<file path="src/rtl/divider_job_feeder_if.sv">
// Job, divider and result handshake bundle for divider_job_feeder.
// The master modport is the feeder; the slave modport is its environment.
interface divider_job_feeder_if;
    logic [3:0] in_x;
    logic [3:0] in_y;
    logic       in_valid;
    logic       in_ready;
    logic [3:0] div_xin;
    logic [3:0] div_yin;
    logic       div_start;
    logic       div_ack;
    logic       div_done;
    logic [3:0] div_quotient;
    logic [3:0] div_remainder;
    logic       res_valid;
    logic [3:0] res_q;
    logic [3:0] res_r;
    logic       res_divzero;
    logic       res_taken;

    modport master (
        input  in_x, in_y, in_valid, div_done, div_quotient, div_remainder, res_taken,
        output in_ready, div_xin, div_yin, div_start, div_ack,
        output res_valid, res_q, res_r, res_divzero
    );

    modport slave (
        output in_x, in_y, in_valid, div_done, div_quotient, div_remainder, res_taken,
        input  in_ready, div_xin, div_yin, div_start, div_ack,
        input  res_valid, res_q, res_r, res_divzero
    );
endinterface

</file>
<file path="src/rtl/divider_job_feeder.sv">
// Queues operand pairs, issues them one at a time to a 4-bit iterative divider,
// short-circuits divide-by-zero and holds each result for the consumer.
module divider_job_feeder #(
    parameter int DEPTH  = 4,
    parameter int ADDR_W = 2
) (
    input  logic                i_clk,
    input  logic                i_rst,
    divider_job_feeder_if.master bus,
    output logic [ADDR_W:0]     o_count,
    output logic                o_busy
);
    typedef enum logic [3:0] {
        S_IDLE  = 4'b0001,
        S_ISSUE = 4'b0010,
        S_WAIT  = 4'b0100,
        S_ACK   = 4'b1000
    } state_t;

    state_t            r_state;
    state_t            w_state_next;
    logic [3:0]        r_mem_x [DEPTH];
    logic [3:0]        r_mem_y [DEPTH];
    logic [ADDR_W-1:0] r_wr_ptr;
    logic [ADDR_W-1:0] r_rd_ptr;
    logic [ADDR_W:0]   r_count;
    logic              r_res_valid;
    logic [3:0]        r_res_q;
    logic [3:0]        r_res_r;
    logic              r_res_divzero;

    logic              w_full;
    logic              w_empty;
    logic              w_push;
    logic              w_pop;
    logic [3:0]        w_head_x;
    logic [3:0]        w_head_y;
    logic              w_load;
    logic [3:0]        w_load_q;
    logic [3:0]        w_load_r;
    logic              w_load_divzero;

    assign w_full   = (r_count == (ADDR_W+1)'(DEPTH));
    assign w_empty  = (r_count == '0);
    assign w_push   = bus.in_valid & ~w_full;
    assign w_head_x = r_mem_x[r_rd_ptr];
    assign w_head_y = r_mem_y[r_rd_ptr];

    // Storage carries no reset: only entries between the pointers are ever read.
    always_ff @(posedge i_clk) begin
        if (w_push) begin
            r_mem_x[r_wr_ptr] <= bus.in_x;
            r_mem_y[r_wr_ptr] <= bus.in_y;
        end
    end

    always_ff @(posedge i_clk or posedge i_rst) begin
        if (i_rst) begin
            r_wr_ptr <= '0;
            r_rd_ptr <= '0;
            r_count  <= '0;
        end else begin
            if (w_push) r_wr_ptr <= r_wr_ptr + ADDR_W'(1);
            if (w_pop)  r_rd_ptr <= r_rd_ptr + ADDR_W'(1);
            case ({w_push, w_pop})
                2'b10:   r_count <= r_count + (ADDR_W+1)'(1);
                2'b01:   r_count <= r_count - (ADDR_W+1)'(1);
                default: r_count <= r_count;
            endcase
        end
    end

    always_ff @(posedge i_clk or posedge i_rst) begin
        if (i_rst) r_state <= S_IDLE;
        else       r_state <= w_state_next;
    end

    always_comb begin
        w_state_next   = r_state;
        w_pop          = 1'b0;
        w_load         = 1'b0;
        w_load_q       = '0;
        w_load_r       = '0;
        w_load_divzero = 1'b0;
        case (r_state)
            S_IDLE: begin
                if (!w_empty && !r_res_valid) begin
                    // Y=0 would hang the divider, so it is answered here instead.
                    if (w_head_y == 4'd0) begin
                        w_load         = 1'b1;
                        w_load_q       = 4'hF;
                        w_load_r       = w_head_x;
                        w_load_divzero = 1'b1;
                        w_pop          = 1'b1;
                    end else begin
                        w_state_next = S_ISSUE;
                    end
                end
            end
            S_ISSUE: w_state_next = S_WAIT;
            S_WAIT: begin
                // With the result register occupied the divider parks in done.
                if (bus.div_done && !r_res_valid && !w_empty) begin
                    w_load       = 1'b1;
                    w_load_q     = bus.div_quotient;
                    w_load_r     = bus.div_remainder;
                    w_pop        = 1'b1;
                    w_state_next = S_ACK;
                end
            end
            S_ACK:   w_state_next = S_IDLE;
            default: w_state_next = S_IDLE;
        endcase
    end

    always_ff @(posedge i_clk or posedge i_rst) begin
        if (i_rst) begin
            r_res_valid   <= 1'b0;
            r_res_q       <= '0;
            r_res_r       <= '0;
            r_res_divzero <= 1'b0;
        end else if (w_load) begin
            r_res_valid   <= 1'b1;
            r_res_q       <= w_load_q;
            r_res_r       <= w_load_r;
            r_res_divzero <= w_load_divzero;
        end else if (r_res_valid && bus.res_taken) begin
            r_res_valid <= 1'b0;
        end
    end

    assign bus.in_ready    = ~w_full;
    assign bus.div_xin     = w_head_x;
    assign bus.div_yin     = w_head_y;
    assign bus.div_start   = (r_state == S_ISSUE);
    assign bus.div_ack     = (r_state == S_ACK);
    assign bus.res_valid   = r_res_valid;
    assign bus.res_q       = r_res_q;
    assign bus.res_r       = r_res_r;
    assign bus.res_divzero = r_res_divzero;
    assign o_count         = r_count;
    assign o_busy          = (r_state != S_IDLE);
endmodule

</file>
<file path="src/flat_wrapper.sv">
// flat-port wrapper written by rule: the top's interface ports become plain ports
module divider_job_feeder_flat 
#(
    parameter int DEPTH  = 4,
    parameter int ADDR_W = 2
)
  (i_clk, i_rst, o_count, o_busy, bus_in_x, bus_in_y, bus_in_valid, bus_div_done, bus_div_quotient, bus_div_remainder, bus_res_taken, bus_in_ready, bus_div_xin, bus_div_yin, bus_div_start, bus_div_ack, bus_res_valid, bus_res_q, bus_res_r, bus_res_divzero);
  divider_job_feeder_if bus_i ();
  input  logic i_clk;
  input  logic i_rst;
  output logic [ADDR_W:0] o_count;
  output logic o_busy;
  input wire logic [$bits(bus_i.in_x)-1:0] bus_in_x;
  input wire logic [$bits(bus_i.in_y)-1:0] bus_in_y;
  input wire logic [$bits(bus_i.in_valid)-1:0] bus_in_valid;
  input wire logic [$bits(bus_i.div_done)-1:0] bus_div_done;
  input wire logic [$bits(bus_i.div_quotient)-1:0] bus_div_quotient;
  input wire logic [$bits(bus_i.div_remainder)-1:0] bus_div_remainder;
  input wire logic [$bits(bus_i.res_taken)-1:0] bus_res_taken;
  output wire logic [$bits(bus_i.in_ready)-1:0] bus_in_ready;
  output wire logic [$bits(bus_i.div_xin)-1:0] bus_div_xin;
  output wire logic [$bits(bus_i.div_yin)-1:0] bus_div_yin;
  output wire logic [$bits(bus_i.div_start)-1:0] bus_div_start;
  output wire logic [$bits(bus_i.div_ack)-1:0] bus_div_ack;
  output wire logic [$bits(bus_i.res_valid)-1:0] bus_res_valid;
  output wire logic [$bits(bus_i.res_q)-1:0] bus_res_q;
  output wire logic [$bits(bus_i.res_r)-1:0] bus_res_r;
  output wire logic [$bits(bus_i.res_divzero)-1:0] bus_res_divzero;
  assign bus_i.in_x = bus_in_x;
  assign bus_i.in_y = bus_in_y;
  assign bus_i.in_valid = bus_in_valid;
  assign bus_i.div_done = bus_div_done;
  assign bus_i.div_quotient = bus_div_quotient;
  assign bus_i.div_remainder = bus_div_remainder;
  assign bus_i.res_taken = bus_res_taken;
  assign bus_in_ready = bus_i.in_ready;
  assign bus_div_xin = bus_i.div_xin;
  assign bus_div_yin = bus_i.div_yin;
  assign bus_div_start = bus_i.div_start;
  assign bus_div_ack = bus_i.div_ack;
  assign bus_res_valid = bus_i.res_valid;
  assign bus_res_q = bus_i.res_q;
  assign bus_res_r = bus_i.res_r;
  assign bus_res_divzero = bus_i.res_divzero;
  divider_job_feeder #(.DEPTH(DEPTH), .ADDR_W(ADDR_W)) u_core (.i_clk(i_clk), .i_rst(i_rst), .bus(bus_i), .o_count(o_count), .o_busy(o_busy));
endmodule
</file>
<file path="config.mk">
export PLATFORM = sky130hd
export DESIGN_NAME = divider_job_feeder_flat
export DESIGN_NICKNAME = d
export VERILOG_FILES = /design/src/rtl/divider_job_feeder_if.sv /design/src/rtl/divider_job_feeder.sv /design/src/flat_wrapper.sv
export SDC_FILE = /design/constraint.sdc
export NUM_CORES = 1
export LEC_CHECK = 0
export CELL_PAD_IN_SITES_DETAIL_PLACEMENT = 0
export CELL_PAD_IN_SITES_GLOBAL_PLACEMENT = 2
export CORE_ASPECT_RATIO = 0.8
export CORE_MARGIN = 2
export CORE_UTILIZATION = 35
export CTS_CLUSTER_SIZE = 20
export DETAILED_ROUTE_END_ITERATION = 6
export MAX_ROUTING_LAYER = met4
export PLACE_DENSITY = 0.83
export SLEW_MARGIN = 40
export SYNTH_ARGS = -nofsm -noshare
export SYNTH_HDL_FRONTEND = slang
export SYNTH_SLANG_ARGS = --single-unit
</file>
<file path="constraint.sdc">
create_clock -name i_clk -period 3 [get_ports i_clk]
set_input_delay 0.9 -clock i_clk [delete_from_list [all_inputs] [get_ports i_clk]]
set_output_delay 0.9 -clock i_clk [all_outputs]
set_load 0.05 [all_outputs]
</file>
== Word-level counts from Yosys, hierarchy flattened ==
Memories as Yosys holds them, arrays and structs flattened.
Cells that the tools add are included.

* Add/subtract/negate cells: 4
* Equality and inequality tests: 11
* Mux-type cells: 22
* Bitwise logic cells: 2
* Reduce and logical (&&, ||, !) cells: 11

{| class="wikitable"
|+ Operator list
! kind !! count
|-
| 2-to-1 mux 4 bit || 9
|-
| one-hot mux 4 bit (2 select lines) || 2
|-
| one-hot mux 4 bit (3 select lines) || 1
|-
| 2-to-1 mux 1 bit || 8
|-
| one-hot mux 3 bit (2 select lines) || 1
|-
| adder 2 x 1 -> 2 bit (second input constant) || 2
|-
| == test 4 x 1 -> 1 bit (second input constant) || 1
|-
| == test 4 x 2 -> 1 bit (second input constant) || 1
|-
| == test 4 x 3 -> 1 bit (second input constant) || 1
|-
| == test 4 bit (second input constant) || 1
|-
| logical AND 1 bit || 4
|-
| zero test 4 bit || 1
|-
| inequality test 2 x 1 -> 1 bit (second input constant) || 2
|-
| inequality test 4 x 1 -> 1 bit (second input constant) || 1
|-
| nonzero test 2 bit || 2
|-
| adder 3 x 1 -> 3 bit (second input constant) || 1
|-
| == test 3 bit (second input constant) || 1
|-
| zero test 3 bit || 1
|-
| AND reduction 3 bit || 1
|-
| subtractor 3 x 1 -> 3 bit (second input constant) || 1
|-
| == test 2 x 1 -> 1 bit (second input constant) || 1
|-
| == test 2 bit (second input constant) || 1
|-
| zero test 1 bit || 2
|-
| inequality test 2 bit (second input constant) || 1
|-
| other kinds (3) || 3
|}

* Bits in registers: 21
* RAM bits: 32
* Bits of input ports: 21
* Output and inout port bits: 25
* Word-level logic and storage cells: 60
* Memories: 2

{| class="wikitable"
|+ Memories
! memory !! depth !! width !! read ports !! clocked after Yosys merged registers in !! wr ports !! RTL line !! source
|-
| u_core.r_mem_x || 4 || 4 || 1 || 0 || 1 || divider_job_feeder.sv:22 || <nowiki>logic [3:0] r_mem_x [DEPTH];</nowiki>
|-
| u_core.r_mem_y || 4 || 4 || 1 || 0 || 1 || divider_job_feeder.sv:23 || <nowiki>logic [3:0] r_mem_y [DEPTH];</nowiki>
|}

== Depth between registers and ports, before layout ==
Gate-level depths: netlist of the first run.

* Depth after elaboration: 7
* Mapped depth: 11
* Depth with buffers taken out: 10

== Least setup slack after synthesis of the first run ==
OpenSTA, ideal clock, no wires.

* Path kind: flip-flop to output port
* From: reg u_core.r_state[0]
* To: out bus_div_start
* Arrival time: 2.136 ns
* Required time: 2.100 ns
* Setup slack: -0.036 ns
* Cell stages (with the launch flop): 3
* Cells stage by stage: dfstp_2 > buf_6 > nor4b_1

* Cells in the longest elaborated chain, start to end: 1

{| class="wikitable"
|+ RTL lines
! what !! RTL line !! source
|-
| from (decl) || divider_job_feeder.sv:20 || <nowiki>state_t r_state;</nowiki>
|-
| from (signal assigned) || divider_job_feeder.sv:75 || <nowiki>else r_state <= w_state_next;</nowiki>
|-
| == test 4 x 2 -> 1 bit || divider_job_feeder.sv:135 || <nowiki>assign bus.div_start = (r_state == S_ISSUE);</nowiki>
|-
| to (decl) || flat_wrapper.sv:23 || <nowiki>output wire logic [$bits(bus_i.div_start)-1:0] bus_div_start;</nowiki>
|}

Every way passes these cells.

== Final worst setup path of the first run ==
* From: reg u_core.r_state[1]
* To: out bus_div_ack

* Cells in the longest elaborated chain, start to end: 1

{| class="wikitable"
|+ RTL lines
! what !! RTL line !! source
|-
| == test 4 bit || divider_job_feeder.sv:136 || <nowiki>assign bus.div_ack = (r_state == S_ACK);</nowiki>
|-
| to (decl) || flat_wrapper.sv:24 || <nowiki>output wire logic [$bits(bus_i.div_ack)-1:0] bus_div_ack;</nowiki>
|}

Every way passes these cells.

==> reports/metrics.cfg, run 1 <==
[run_status]
status=completed

[pwr]
leakagePower_uw=0.00116
peakVddDrop_v=0.000527
powerDensity_mw_per_mm2=1110

[setup_path]
cp.required_ps=2100
worstPathMaxFanout=9
crit_path_end_kind=output pin
worstSetupPathType=flop to output pin
startpoint_type=flop
slowest_delay_ps=850
cp.arrival_ps=1910
reg2reg_slack_ps=240
crit_chain=nor4_1, clkdlybuf4s50_1
slowest_stage=clkdlybuf4s50_1

[die]
io_pins=46
die_y_um=76.2
start_util_pct=36.0
core_mm2=0.00634
dieWidth_um=94.3
rows=26
die-area_mm2=0.00719

[cts]
cts_tree=done
cts_buffer_depth=2
root_buffer=clkbuf_8
cts.sinks=53
clk_latency_ps=300
numCtsBuffers=5
cts_hold_buf=0
clk_pin_slew_ps=100
cts_max_level=2

[global_route]
grt_pass1_vias=1356
antenna_found_initial=0
grt_max_degree=22
grt_util_all_layers_pct=13.1
overflow=0
grt_pass1_wl_um=6880

[detailed_routing]
drt_wl_total_um=4220
drc=0
routedWlPerCell_um=14.8
viasPerCell=4.67
dr_total_vias=1336
ant_nets=0
dr.first_iter.drc_count=65
first_pass_iters=4

[layout]
syn_to_final_growth_pct=28.1
diodes=0
drive_gt1_share_pct=17.3
nets=228
layout.area.seq_mm2=0.00149
design_area_mm2=0.00293
fillCellCount=570
multi_input_area_um2=704

[synth]
ys.warnings.count=0
synth_ff_type=edfxtp_1
synth-edff-count=32
synth_top_area_share_pct=42.1
yosysMostFrequentCell=edfxtp_1
yosys.area.top_type=edfxtp_1
synthTopCellsByCount=edfxtp_1 (32), dfrtp_1 (20), nand2_1 (14)
synth_seq_area_share_pct=65.2
synthTopCellsByArea=edfxtp_1 (42%), dfrtp_1 (22%), mux4_1 (5.8%)
synthCells=149
syn-num-nets=176
syn-cell-area_mm2=0.00228
async_reset_ff_share_pct=39.6
syn_avg_cell_area_um2=15.3
ys_types=43
synth-seq-cells=53

[flow_run]
cap_violations=0

[sta]
post-route-min-period_ps=2810
rsz0062_at_grt=no
worstMarginPinSlew_ps=522
slew_headroom_pct=65.1
final_hold_viol_count=0
slew_violations=0
setup_tns_ps=0
final.setup_skew_ps=13.5
setup_viol=0
finalCritPeriodShare_pct=93.6
max_freq_ghz=0.356
timing.hold.ws_ps=484

[placed_design]
dp_hpwl_um=3110
gp_congestion=0.750
io_buffer_count=45
placed_area_mm2=0.00282

[hold_path]
hp-class=flop to flop

## cell usage in the layout, fill, tap and decap left out, drive strengths merged, types with 2 or more instances in the layout
| cell | n |
|---|---|
| clkdlybuf4s50 | 36 |
| edfxtp | 32 |
| ha | 5 |
| clkbuf | 7 |
| xnor2 | 3 |
| nor4b | 2 |
| nand2 | 14 |
| a21oi | 3 |
| mux4 | 8 |
| or4b | 2 |
| a211o | 2 |
| buf | 14 |
| xor2 | 3 |
| nor2 | 4 |
| nor3 | 3 |
| inv | 13 |
| a22oi | 4 |
| dfrtp | 20 |
| and3 | 4 |
| and2 | 3 |
| o21ai | 6 |
| nor4 | 2 |
## layout make-up
cell class                 count  area share [%]
sequential                    53            50.9
clock buffer                   7            3.34
tap                           84            3.59
inverter                      13            1.75
multi-input combinational     77            24.1
clock inverter                 1           0.171
timing repair buffer          51            16.2
## power breakdown
| part | leakage [µW] | total [µW] | internal (µW) | switching, µW |
|---|---|---|---|---|
| Combinational | 0.000558 | 1650 | 601 | 1050 |
| Sequential | 0.000549 | 1170 | 1010 | 161 |
| Clock | 0.0000534 | 435 | 214 | 221 |
| Total | 0.00116 | 3260 | 1820 | 1430 |
## sequential cells by signal, summed over array words and instances (netlist names)
name and cells:
u_core.bus.res_divzero 1, u_core.bus.res_q 4, u_core.bus.res_r 4, u_core.bus.res_valid 1, u_core.o_count 3, u_core.r_mem_x 16
u_core.r_mem_y 16, u_core.r_rd_ptr 2, u_core.r_state 4, u_core.r_wr_ptr 2
## cells by family (layout without fill, tap and decap cells)
| family | count (synthesis) | in the layout | synth area share, % |
|---|---|---|---|
| DFF | 53 | 53 | 65.2 |
| muxes | 8 | 8 | 8.71 |
| buffers and inverters | 19 | 72 | 4.27 |
| adders and majority gates | 6 | 6 | 3.62 |
| xor gates and xnor gates | 6 | 6 | 2.30 |
| and+or+nand+nor | 39 | 39 | 10.6 |
| AOI/OAI and AO/OA | 18 | 18 | 5.37 |
## layer usage
metal	global-route usage, %	share of wire (%)	vias up
met5	-	0	-
met1	18.3	48	649
li1	-	-	650
met3	3.56	5.2	5
met2	18.4	45	32
met4	4.78	1.3	0
## through the flow
stage / power (µW) / cells / setup WS, ps / utilization [%]
6_report: 3260 / 286 / 193 / 46.1
2_1_floorplan: 2360 / 149 / 73.1 / -
5_1_grt: 3440 / 286 / 65.8 / 46.1
3_3_place_gp: 2860 / 278 / 143 / 44.5
4_1_cts: 3290 / 286 / 175 / 46.1
3_5_place_dp: 2860 / 278 / 91.2 / 44.5
## timing repair
| action | CTS | global route |
|---|---|---|
| resized for setup | 1 | 0 |
| buffers inserted | 0 | 0 |
| endpoints found under the setup margin | 1 | 0 |
## final timing paths
check | start | to | depth (start not counted)
setup / recovery | u_core.r_state[1]$_DFFE_PP0P_ | bus_div_ack | 2
hold / removal | u_core.bus.res_r[1]$_DFFE_PP0P_ | u_core.bus.res_r[1]$_DFFE_PP0P_ | 2
setup reg to reg | u_core.r_rd_ptr[0]$_DFFE_PP0P_ | u_core.o_count[2]$_DFFE_PP0P_ | 11
hold reg to reg | u_core.bus.res_r[1]$_DFFE_PP0P_ | u_core.bus.res_r[1]$_DFFE_PP0P_ | 2
max in group asynchronous | i_rst | u_core.r_state[0]$_DFFE_PP1P_ | 3
min in group asynchronous | i_rst | u_core.r_rd_ptr[1]$_DFFE_PP0P_ | 3
## critical path: cells and delay by family, from the launching register on
family	cells	cell delay, ps
buffers and inverters	1	850
flip-flops	1	470
AND/OR/NAND/NOR	1	280
(Power assumes the default switching activity.)
==> inputs of run 2 (changes only) <==
==> constraint.sdc (replaced) <==
create_clock -name i_clk -period 2.6 [get_ports i_clk]
set_input_delay 0.78 -clock i_clk [delete_from_list [all_inputs] [get_ports i_clk]]
set_output_delay 0.78 -clock i_clk [all_outputs]
set_load 0.05 [all_outputs]
==> reports/metrics.cfg, run 2 (same netlist as run 1, synthesis figures left out) <==
[setup_path]
cp.arrival_ps=2890  ; +980 ps
worstSetupPathType=flop to flop
crit_chain=buf_12, mux4_2, nor4_4, a21oi_2, inv_1, ha_2, inv_2, fa_2, xor2_1, nor2_1, xor2_1
slowest_stage=mux4_2
critPathMostFrequentCell=xor2_1
slowest_delay_ps=530  ; -320 ps
reg2reg_depth=11  ; unchanged
startpoint_type=flop
worstPathMaxFanout=5  ; -4
cp.required_ps=2820  ; +720 ps
crit_path_end_kind=flop

[sta]
rsz0062_at_grt=yes
final.setup_skew_ps=6.87  ; -6.60 ps
max_freq_ghz=0.375
worstMarginPinSlew_ps=520  ; -1.33 ps
slew_violations=0  ; unchanged
setup_ws_ps=-69.8  ; -263 ps
finalCritPeriodShare_pct=103
post-route-min-period_ps=2670
final_hold_viol_count=0  ; unchanged
setup_viol=1  ; +1
timing.hold.ws_ps=495  ; +10.9 ps
slew_headroom_pct=65.0  ; -0.069 points

[die]
die-area_mm2=0.00719  ; unchanged
core_mm2=0.00634  ; unchanged
dieWidth_um=94.3  ; unchanged
start_util_pct=36.0  ; unchanged
rows=26  ; unchanged
io_pins=46  ; unchanged
die_y_um=76.2  ; unchanged

[global_route]
grt_pass1_vias=1512  ; +12%
grt_max_degree=22  ; unchanged
grt_util_all_layers_pct=14.6  ; +1.5 points
overflow=0  ; unchanged
antenna_found_initial=0  ; unchanged
grt_pass1_wl_um=7830  ; +14%

[detailed_routing]
drt_wl_total_um=4860  ; +15%
drc=0  ; unchanged
first_pass_iters=4  ; unchanged
viasPerCell=4.90  ; +4.9%
dr_total_vias=1455  ; +8.9%
ant_nets=0  ; unchanged
dr.first_iter.drc_count=83  ; +28%
routedWlPerCell_um=16.4  ; +11%

[hold_path]
min_delay_path_depth=2  ; unchanged
hp-class=flop to flop

[layout]
syn_to_final_growth_pct=33.0
diodes=0  ; unchanged
most-common-layout-cells=clkdlybuf4s50_1 (33), edfxtp_1 (32), buf_4 (25), dfrtp_1 (19), nand2_1 (14)
top_regs=u_core.r_mem_x (16), u_core.r_mem_y (16)
finish.utilization_pct=47.9  ; +1.8 points
drive_gt1_share_pct=27.7  ; +10 points
final_cell_count_no_fill=297  ; +3.8%
nets=239  ; +4.8%
final_common_cell=clkdlybuf4s50_1

[pwr]
leakagePower_uw=0.00122  ; +4.8%
peakVddDrop_v=0.000670  ; +27%
p_total_uw=4030  ; +24%
powerDensity_mw_per_mm2=1330  ; +19%

[cts]
root_buffer=clkbuf_8
cts_max_level=2  ; unchanged
clk_pin_slew_ps=90  ; about the same
clk_latency_ps=300  ; about the same
cts_buffer_depth=2  ; unchanged
cts.sinks=53  ; unchanged
cts_tree=done
numCtsBuffers=5  ; unchanged

[placed_design]
dp_hpwl_um=3660  ; +18%
pre_cts_ws_ps=-250  ; -341 ps
gp_congestion=0.817  ; +9.0%
placed_cells=285  ; +2.5%
io_buffer_count=45  ; unchanged

[flow_run]
cap_violations=0  ; unchanged

[run_status]
violations=setup timing
status=finished with violations

## run 2: cell types whose count changed in the layout (fill, tap and decap cells not counted), sizes merged
cell,before,now
buf,14,29
clkbuf,7,6
dlygate4sd2,1,0
bufinv,0,1
clkdlybuf4s50,36,33
## run 2: layout make-up
cell class	instances	area, µm²
fill	554	3310
sequential	53	1490
multi-input combinational	77	713
timing repair buffer	62	572
tap	84	105
clock buffer	6	72.6
inverter	13	51.3
clock inverter	2	33.8
## run 2: final timing paths
path / slack [ps] / end / from
hold / removal: 490 / u_core.bus.res_r[1]$_DFFE_PP0P_ / u_core.bus.res_r[1]$_DFFE_PP0P_
hold reg to reg: 490 / u_core.bus.res_r[1]$_DFFE_PP0P_ / u_core.bus.res_r[1]$_DFFE_PP0P_
max in group asynchronous: 1500 / u_core.r_state[0]$_DFFE_PP1P_ / i_rst
setup reg to reg: -70 / u_core.o_count[2]$_DFFE_PP0P_ / u_core.r_rd_ptr[0]$_DFFE_PP0P_
min in group asynchronous: 810 / u_core.r_wr_ptr[1]$_DFFE_PP0P_ / i_rst
setup / recovery: -70 / u_core.o_count[2]$_DFFE_PP0P_ / u_core.r_rd_ptr[0]$_DFFE_PP0P_
## run 2: power breakdown
part | internal, µW | total (µW) | leakage [µW] | switching [µW]
clock | 285 | 542 | 0.0000528 | 257
sequential | 1170 | 1350 | 0.000549 | 186
combinational | 830 | 2130 | 0.000615 | 1300
total | 2280 | 4030 | 0.00122 | 1750
## run 2: layer usage
| layer | wire length (µm) | GRT usage [%] |
|---|---|---|
| met1 | 2240 | 19.9 |
| met2 | 2360 | 22.9 |
| met3 | 244 | 2.87 |
| met4 | 20 | 3.04 |
| met5 | 0 | - |
## run 2: stage by stage
step	setup TNS, ps	cell area [µm²]
floorplan	-191	2300
global placement	-129	2880
detailed placement	-252	2880
CTS	-134	3020
global route	-198	3040
finish	-69.8	3040
## run 2: critical path, delay by kind of cell, from the launching register on
family,cells,cell delay [ps]
xor+xnor,2,320
buf+inv,3,230
flops,1,400
fa+ha+maj,2,520
simple gates,2,490
compound gates,1,100
mux,1,530
## run 2: what timing repair did
item,4_1_cts,5_1_grt
gates resized for setup,7,2
pin swaps,3,3
hold buffers,0,0
setup endpoints to repair,5,5
setup buffers,3,1
==> inputs of run 3 (changes only) <==
--- a/config.mk
+++ b/config.mk
@@ -5,11 +5,12 @@
 export SDC_FILE = /design/constraint.sdc
 export NUM_CORES = 1
 export LEC_CHECK = 0
+export ABC_AREA = 1
 export CELL_PAD_IN_SITES_DETAIL_PLACEMENT = 0
 export CELL_PAD_IN_SITES_GLOBAL_PLACEMENT = 2
 export CORE_ASPECT_RATIO = 0.8
 export CORE_MARGIN = 2
-export CORE_UTILIZATION = 35
+export CORE_UTILIZATION = 33
 export CTS_CLUSTER_SIZE = 20
 export DETAILED_ROUTE_END_ITERATION = 6
 export MAX_ROUTING_LAYER = met4
==> reports/metrics.cfg, run 3 <==
[layout]
nets=306  ; +28%
multi_input_area_um2=827  ; +16%
most-common-layout-cells=nand2_1 (36), clkdlybuf4s50_1 (34), edfxtp_1 (32), nand3_1 (22), inv_1 (22)
layout.area.seq_mm2=0.00149  ; unchanged
finish.utilization_pct=45.3  ; -2.6 points
drive_gt1_share_pct=23.6  ; -4.1 points
design_area_mm2=0.00330  ; +8.6%
syn_to_final_growth_pct=34.8
diodes=0  ; unchanged
final_common_cell=nand2_1
fillCellCount=684  ; +23%
top_regs=u_core.r_mem_x (16), u_core.r_mem_y (16)

[run_status]
status=completed

[detailed_routing]
dr.first_iter.drc_count=91  ; +9.6%
ant_nets=0  ; unchanged
drc=0  ; unchanged
first_pass_iters=4  ; unchanged
drt_wl_total_um=5080  ; +4.3%
routedWlPerCell_um=13.7  ; -16%
viasPerCell=4.62  ; -5.7%
dr_total_vias=1709  ; +17%

[die]
die_y_um=81.0  ; +6.3%
core_mm2=0.00729  ; +15%
die-area_mm2=0.00813  ; +13%
dieWidth_um=100  ; +6.3%
rows=28  ; +7.7%
start_util_pct=33.6  ; -2.4 points
io_pins=46  ; unchanged

[setup_path]
reg2reg_slack_ps=270  ; +340 ps
startpoint_type=flop
setup.worst_path.start=u_core.o_count[1]$_DFFE_PP0P_
reg2reg_depth=14  ; +3
worstSetupPathType=flop to output pin
cp.required_ps=1820  ; -1000 ps
slowest_delay_ps=800  ; +270 ps
worstPathMaxFanout=3  ; -2
r2r_start=u_core.r_rd_ptr[0]$_DFFE_PP0P_
slowest_stage=clkdlybuf4s50_1
crit_path_end_kind=output pin
r2r_end=u_core.o_count[2]$_DFFE_PP0P_
cp.arrival_ps=1700  ; -1190 ps
crit_chain=inv_2, nand3_2, clkdlybuf4s50_1
endpoint=bus_in_ready

[hold_path]
hp-class=flop to flop

[cts]
clk_latency_ps=300  ; about the same
cts_buffer_depth=2  ; unchanged
cts_tree=done
clk_pin_slew_ps=100  ; about the same
root_buffer=clkbuf_8
cts.sinks=53  ; unchanged
numCtsBuffers=5  ; unchanged
cts_max_level=2  ; unchanged
cts_hold_buf=0  ; unchanged

[global_route]
grt_pass1_vias=1650  ; +9.1%
antenna_found_initial=0  ; unchanged
grt_pass1_wl_um=8330  ; +6.3%
grt_max_degree=22  ; unchanged
grt_util_all_layers_pct=13.7  ; -0.89 points
overflow=0  ; unchanged

[sta]
final.setup_skew_ps=9.23  ; +2.36 ps
slew_headroom_pct=66.3  ; +1.3 points
setup_viol=0  ; -1
final_hold_viol_count=0  ; unchanged
finalCritPeriodShare_pct=95.6  ; -7.1 points
rsz0062_at_grt=no
max_freq_ghz=0.402  ; +7.5%
setup_tns_ps=0  ; +69.8 ps
slew_violations=0  ; unchanged
post-route-min-period_ps=2480  ; -185 ps
worstMarginPinSlew_ps=504  ; -16.8 ps

[placed_design]
dp_hpwl_um=3680  ; +0.44%
io_buffer_count=45  ; unchanged
placed_area_mm2=0.00316  ; +9.9%
gp_congestion=0.729  ; -11%

[synth]
syn-num-nets=244  ; +39%
syn-cell-area_mm2=0.00245  ; +7.2%
async_reset_ff_share_pct=39.6  ; unchanged
synth_top_area_share_pct=39.3  ; -2.8 points
ys_types=30  ; -30%
yosys.area.top_type=edfxtp_1
syn_avg_cell_area_um2=11.3  ; -26%
synthCells=217  ; +46%
synth_seq_area_share_pct=60.8  ; -4.4 points
synthTopCellsByCount=nand2_1 (37), edfxtp_1 (32), nand3_1 (24)
synth_ff_type=edfxtp_1
yosysMostFrequentCell=nand2_1
synth-seq-cells=53  ; unchanged
synth-edff-count=32  ; unchanged
synthTopCellsByArea=edfxtp_1 (39%), dfrtp_1 (20%), nand2_1 (5.7%)
ys.warnings.count=0  ; unchanged

[pwr]
leakagePower_uw=0.00140  ; +15%
powerDensity_mw_per_mm2=1390  ; +4.9%
peakVddDrop_v=0.000987  ; +47%
p_total_uw=4590  ; +14%

[flow_run]
cap_violations=0  ; unchanged

==> run 3: layer usage <==
layer	global-route usage, %	vias to the layer above	routed length [µm]
met4	2.88	0	28
met2	20.4	32	2280
met5	-	-	0
li1	-	853	-
met1	19.3	819	2540
met3	3.18	5	227
==> run 3: critical path: cells and delay by family (launching register included) <==
kind,cells,cell delay (ps)
buffers and inverters,2,890
flip-flops,1,420
AND/OR/NAND/NOR,1,80
==> run 3: cell type report <==
cell class,count,share of cell area (%)
flip-flops and latches,53,45.1
multi-input cells,132,25.1
repair buffers,61,19.8
well taps,90,3.41
inverters,26,3.11
clock buffers,5,2.09
clock inverters,3,1.40
==> run 3: logic make-up after synthesis <==
logic type | Yosys count | synth area share, %
buffers and inverters | 32 | 6.70
adder cells (fa/ha/maj) | 6 | 3.37
flip-flops | 53 | 60.8
AND/OR/NAND/NOR | 103 | 22.9
AO/OA/AOI/OAI | 19 | 4.86
XOR/XNOR | 4 | 1.43
==> run 3: worst min-delay path by stage <==
stage,from,end,slack [ps],cells after the start
finish,u_core.r_state[0]$_DFFE_PP1P_,u_core.r_state[0]$_DFFE_PP1P_,520,2
floorplan,u_core.r_state[0]$_DFFE_PP1P_,u_core.r_state[0]$_DFFE_PP1P_,480,2
global route,u_core.o_count[0]$_DFFE_PP0P_,u_core.o_count[0]$_DFFE_PP0P_,540,1
detailed placement,u_core.r_state[0]$_DFFE_PP1P_,u_core.r_state[0]$_DFFE_PP1P_,500,2
CTS,u_core.r_state[0]$_DFFE_PP1P_,u_core.r_state[0]$_DFFE_PP1P_,520,2
global placement,u_core.r_state[0]$_DFFE_PP1P_,u_core.r_state[0]$_DFFE_PP1P_,490,2
==> run 3: what timing repair did <==
| action | CTS | global route |
|---|---|---|
| resized for setup | 2 | 4 |
| setup buffers | 0 | 1 |
| setup endpoints to repair | 4 | 2 |
| gates cloned | 0 | 0 |
==> run 3: power by group <==
group / switching, µW / internal (µW) / leakage (µW) / total [µW]
clock network: 272 / 288 / 0.0000543 / 561
logic: 1680 / 1010 / 0.000806 / 2680
registers: 176 / 1170 / 0.000544 / 1350
==> run 3: metrics by stage <==
step / setup slack, ps / hold WS [ps] / instances
3_5_place_dp: -159 / 502 / 361
2_1_floorplan: 42.5 / 481 / 217
4_1_cts: 3.55 / 518 / 369
3_3_place_gp: -109 / 494 / 361
6_report: 115 / 516 / 370
5_1_grt: 21.9 / 541 / 370
